File: src/rtl/operand_fetch_stage.sv
// Operand fetch stage: register file read selectors, EX/MEM/WB forwarding,
// load-use bubble insertion and the ID/EX pipeline register.
module operand_fetch_stage #(
  parameter int XLEN  = 32,
  parameter int SEL   = 5,
  parameter int CNT_W = 16
) (
  input  logic             clk,
  input  logic             rst,
  input  logic             id_valid,
  input  logic [SEL-1:0]   id_rs1,
  input  logic [SEL-1:0]   id_rs2,
  input  logic [SEL-1:0]   id_rd,
  input  logic             id_use_rs1,
  input  logic             id_use_rs2,
  input  logic             id_regwen,
  input  logic             id_is_load,
  output logic [SEL-1:0]   rf_rs1,
  output logic [SEL-1:0]   rf_rs2,
  input  logic [XLEN-1:0]  rf_data1,
  input  logic [XLEN-1:0]  rf_data2,
  input  logic             ex_valid,
  input  logic             ex_regwen,
  input  logic             ex_is_load,
  input  logic [SEL-1:0]   ex_rd,
  input  logic [XLEN-1:0]  ex_result,
  input  logic             mem_valid,
  input  logic             mem_regwen,
  input  logic [SEL-1:0]   mem_rd,
  input  logic [XLEN-1:0]  mem_result,
  input  logic             wb_regwen,
  input  logic [SEL-1:0]   wb_rd,
  input  logic [XLEN-1:0]  wb_data,
  input  logic             hold,
  input  logic             flush,
  output logic             stall,
  output logic             out_valid,
  output logic             out_regwen,
  output logic             out_is_load,
  output logic [SEL-1:0]   out_rd,
  output logic [XLEN-1:0]  out_op1,
  output logic [XLEN-1:0]  out_op2,
  output logic [CNT_W-1:0] bubble_cnt
);

  logic            hazard;
  logic [XLEN-1:0] op1;
  logic [XLEN-1:0] op2;

  // Youngest producer wins; a load still in EX has no data yet, so it is skipped.
  function automatic logic [XLEN-1:0] resolve(input logic [SEL-1:0]  idx,
                                              input logic [XLEN-1:0] rf_val);
    if (idx == '0)
      return '0;
    else if (ex_valid && ex_regwen && !ex_is_load && (ex_rd == idx))
      return ex_result;
    else if (mem_valid && mem_regwen && (mem_rd == idx))
      return mem_result;
    else if (wb_regwen && (wb_rd == idx))
      return wb_data;
    else
      return rf_val;
  endfunction

  assign rf_rs1 = id_rs1;
  assign rf_rs2 = id_rs2;

  always_comb begin
    op1 = resolve(id_rs1, rf_data1);
    op2 = resolve(id_rs2, rf_data2);
  end

  always_comb begin
    hazard = id_valid && ex_valid && ex_is_load && ex_regwen && (ex_rd != '0) &&
             ((id_use_rs1 && (ex_rd == id_rs1)) || (id_use_rs2 && (ex_rd == id_rs2)));
  end

  assign stall = hazard || hold;

  always_ff @(posedge clk) begin
    if (rst) begin
      out_valid   <= 1'b0;
      out_regwen  <= 1'b0;
      out_is_load <= 1'b0;
      out_rd      <= '0;
      out_op1     <= '0;
      out_op2     <= '0;
      bubble_cnt  <= '0;
    end else if (flush) begin
      out_valid   <= 1'b0;
      out_regwen  <= 1'b0;
      out_is_load <= 1'b0;
    end else if (hold) begin
      // frozen: registers and bubble count keep their values
    end else if (hazard) begin
      out_valid   <= 1'b0;
      out_regwen  <= 1'b0;
      out_is_load <= 1'b0;
      if (bubble_cnt != '1)
        bubble_cnt <= bubble_cnt + {{(CNT_W-1){1'b0}}, 1'b1};
    end else begin
      out_valid   <= id_valid;
      out_regwen  <= id_regwen && id_valid;
      out_is_load <= id_is_load && id_valid;
      out_rd      <= id_rd;
      out_op1     <= op1;
      out_op2     <= op2;
    end
  end

endmodule

File: config.mk
export PLATFORM = sky130hd
export DESIGN_NAME = operand_fetch_stage
export DESIGN_NICKNAME = d
export VERILOG_FILES = /design/src/rtl/operand_fetch_stage.sv
export SDC_FILE = /design/constraint.sdc
export NUM_CORES = 1
export LEC_CHECK = 0
export CAP_MARGIN = 10
export CORE_MARGIN = 8
export CORE_UTILIZATION = 39
export CTS_CLUSTER_SIZE = 20
export DETAILED_ROUTE_END_ITERATION = 8
export HOLD_SLACK_MARGIN = 0.08
export PLACE_DENSITY = 0.84
export SLEW_MARGIN = 20
export SYNTH_ARGS = -nofsm -noshare
export SYNTH_HDL_FRONTEND = slang
export SYNTH_SLANG_ARGS = --single-unit
File: constraint.sdc
create_clock -name clk -period 2.3 [get_ports clk]
set_clock_uncertainty 0.1 [all_clocks]
set_input_delay 0.46 -clock clk [delete_from_list [all_inputs] [get_ports clk]]
set_output_delay 0.46 -clock clk [all_outputs]
set_load 0.01 [all_outputs]
==> flow_summary.toml <==
[global_route]
gr-usage-met2 = 0.504
grt-busiest-layer = "met2"
grt_antenna_before_repair = 3
grt_remaining_overflow = 0
largest_net_degree_at_the_start_of_global_routing = 33
grtUsageMet1 = 0.326
met3_usage = 0.102
grt.total_usage = 0.302
grt_pass1_wl_mm = 42.6
first_global_vias = 7531

[synth]
syn_area_um2 = 5480
synth_fp_nets = 816
sequential_share_of_the_synthesized_area = 0.322
yosys_register_bits = 88
synth-edff-count = 0
postSynthAreaPerCell_um2 = 8.98
synthDistinctLibCells = 40
post_synth_inst_count = 610
yosys_synthesis_warning_count = 0
yosys_most_used_dff = "sky130_fd_sc_hd__dfxtp_1"
postSynth.asyncResetShare = 0

[floorplanning]
core.rowCount = 43
ioPinCount = 304
die_width_um = 135
core_region_area_um2 = 13800
chipHeight_um = 135
initial_utilization = 0.396
die-area_um2 = 18100

[pwr]
vdd_drop_max_v = 0.000466
static-leakage-power_nw = 3.82
power_density_nw_per_um2 = 415
p_total_mw = 4.32

[cells_and_area]
final_core_utilization = 0.753
most_common_cell_after_layout_fill_and_taps_aside = "sky130_fd_sc_hd__clkdlybuf4s50_1"
finalNetCount = 1155
drive_above_1_share = 0.252
fill_cells = 901
final_cell_mix = "277 x sky130_fd_sc_hd__clkdlybuf4s50_1, 88 x sky130_fd_sc_hd__dfxtp_1, 65 x sky130_fd_sc_hd__o21ai_0"
layout-area-overhead-vs-synth_pct = 90.0

[outcome]
outcome = "finished clean"

[clock_network]
clkTransAtPathRegs_ps = 70
cts-buffers-inserted = 9
numClockSinks = 88
clk_path_buf_depth = 2
clock_insertion_delay_worst_skew_ps = 350
cts_root_buffer = "sky130_fd_sc_hd__clkbuf_16"
cts_tree = "built"
clock_tree.htree_level_count = 3

[sta]
max_slew_margin = 0.619
maxClockFrequency_mhz = 436
finalHoldViolations = 0
timing.final.crit_period_ps = 2290
period_share = 0.997
rsz_0062_raised_after_global_routing = "true"
finalMaxSlewViolations = 0
report.final.setup_viol = 0
worst_slew_pin_slew_ps = 568

[worst_setup_path]
critical_path.startpoint_type = "primary input"
criticalPathCategory = "in -> reg"
end_kind = "flop"
crit_arrival_ps = 2440
worstPathMaxFanout = 22
cp.required_ps = 2450

[routing]
dr.first_iter.drc_count = 670
wl_per_cell_um = 26.3
routed_wirelength_mm = 30.0
post-route-drc-count = 0
drtAntennaViolNets = 0
total_via_count_in_the_routed_design = 7262
route.detailed.vias_per_inst = 6.38
drt_first_pass_iters = 5

[placed_design]
final_estimated_routing_congestion_in_global_placement = 0.939
numPortBuffers = 303
detailedPlacementHpwl_mm = 20.0

[job]
max_cap_violations = 0

[worst_hold_path]
worstHoldPathType = "reg -> reg"
==> registers in the layout, indices dropped and copies added (netlist names) <==
| name | cells |
|---|---|
| out_is_load | 1 |
| out_regwen | 1 |
| out_op2 | 32 |
| out_valid | 1 |
| out_rd | 5 |
| bubble_cnt | 16 |
| out_op1 | 32 |
==> critical path, stage by stage <==
cell	delay [ps]
sky130_fd_sc_hd__dlygate4sd2_1	270
sky130_fd_sc_hd__buf_4	170
sky130_fd_sc_hd__xor2_1	170
sky130_fd_sc_hd__nor4_2	300
sky130_fd_sc_hd__nand4_1	200
sky130_fd_sc_hd__buf_4	280
sky130_fd_sc_hd__o21ai_0	300
sky130_fd_sc_hd__a2bb2oi_2	220
sky130_fd_sc_hd__o2bb2ai_1	70
==> power by group <==
part | internal [mW] | switching [mW]
combinational | 0.779 | 0.531
sequential | 1.59 | 0.0391
clock | 0.732 | 0.649
total | 3.10 | 1.22
==> cells by family (layout without fill, tap and decap cells) <==
family	after synthesis	count (layout)	synth area share
compound gates	289	289	0.417
xor+xnor	32	32	0.0512
other cells	0	5	0
simple gates	118	118	0.124
mux	6	6	0.0110
flops	88	88	0.322
fa+ha+maj	1	1	0.00228
buf+inv	76	420	0.0735
==> metal layers <==
layer	routed length, µm	vias up
li1	-	3121
met1	10300	3430
met2	14200	550
met3	3470	161
met4	2030	0
met5	0	-
==> synthesized netlist by cell type (12+ instances only) <==
cell                        count  share of area
sky130_fd_sc_hd__dfxtp_1       88           0.32
sky130_fd_sc_hd__o21ai_0       76          0.069
sky130_fd_sc_hd__a2bb2oi_1     64           0.10
sky130_fd_sc_hd__o2bb2ai_1     64           0.10
sky130_fd_sc_hd__a221oi_1      52          0.083
sky130_fd_sc_hd__clkbuf_1      39          0.027
sky130_fd_sc_hd__and2_1        32          0.037
sky130_fd_sc_hd__xor2_1        24          0.038
sky130_fd_sc_hd__buf_2         16          0.015
sky130_fd_sc_hd__nor2_1        15          0.010
sky130_fd_sc_hd__a21oi_1       14          0.013
sky130_fd_sc_hd__a221oi_2      12          0.033
==> worst paths after layout <==
kind / from / end / cells past startpoint / slack [ps]
worst max-delay path: id_rs2[4] / out_op2[5] / 9 / 8
worst min-delay path: out_op2[7] / out_op2[7] / 1 / 370
worst max register to register: bubble_cnt[0] / bubble_cnt[5] / 7 / 120
worst min register to register: out_op2[7] / out_op2[7] / 1 / 370
==> cell type report <==
cell class	count	area (µm²)	area share
timing repair buffer	401	4100	0.394
multi-input combinational	446	4030	0.387
tap	180	225	0.0216
clock inverter	5	33.8	0.00324
antenna	5	12.5	0.00120
clock buffer	11	233	0.0224
sequential	88	1760	0.169
inverter	3	11.3	0.00108
==> metrics by stage <==
stage / hold slack, ps / std cells / setup TNS (ps) / setup slack (ps) / cell area [µm²]
after global placement: 344 / 1098 / -41750 / -618 / 9170
after floorplan: 391 / 610 / 0 / 100 / 5480
after detailed placement: 345 / 1098 / -44250 / -640 / 9170
final: 365 / 1139 / 0 / 7.61 / 10400
after CTS: 366 / 1128 / 0 / 8.88 / 10100
after global routing: 374 / 1137 / -251 / -51.5 / 10400
==> timing repair <==
action,in CTS,in global routing
endpoints found under the hold margin,0,0
setup buffers,9,3
hold buffers,0,0
gates cloned,5,3
endpoints found under the setup margin,81,75
pin swaps,73,27
gates resized for setup,104,94
(Power assumes the default switching activity.)
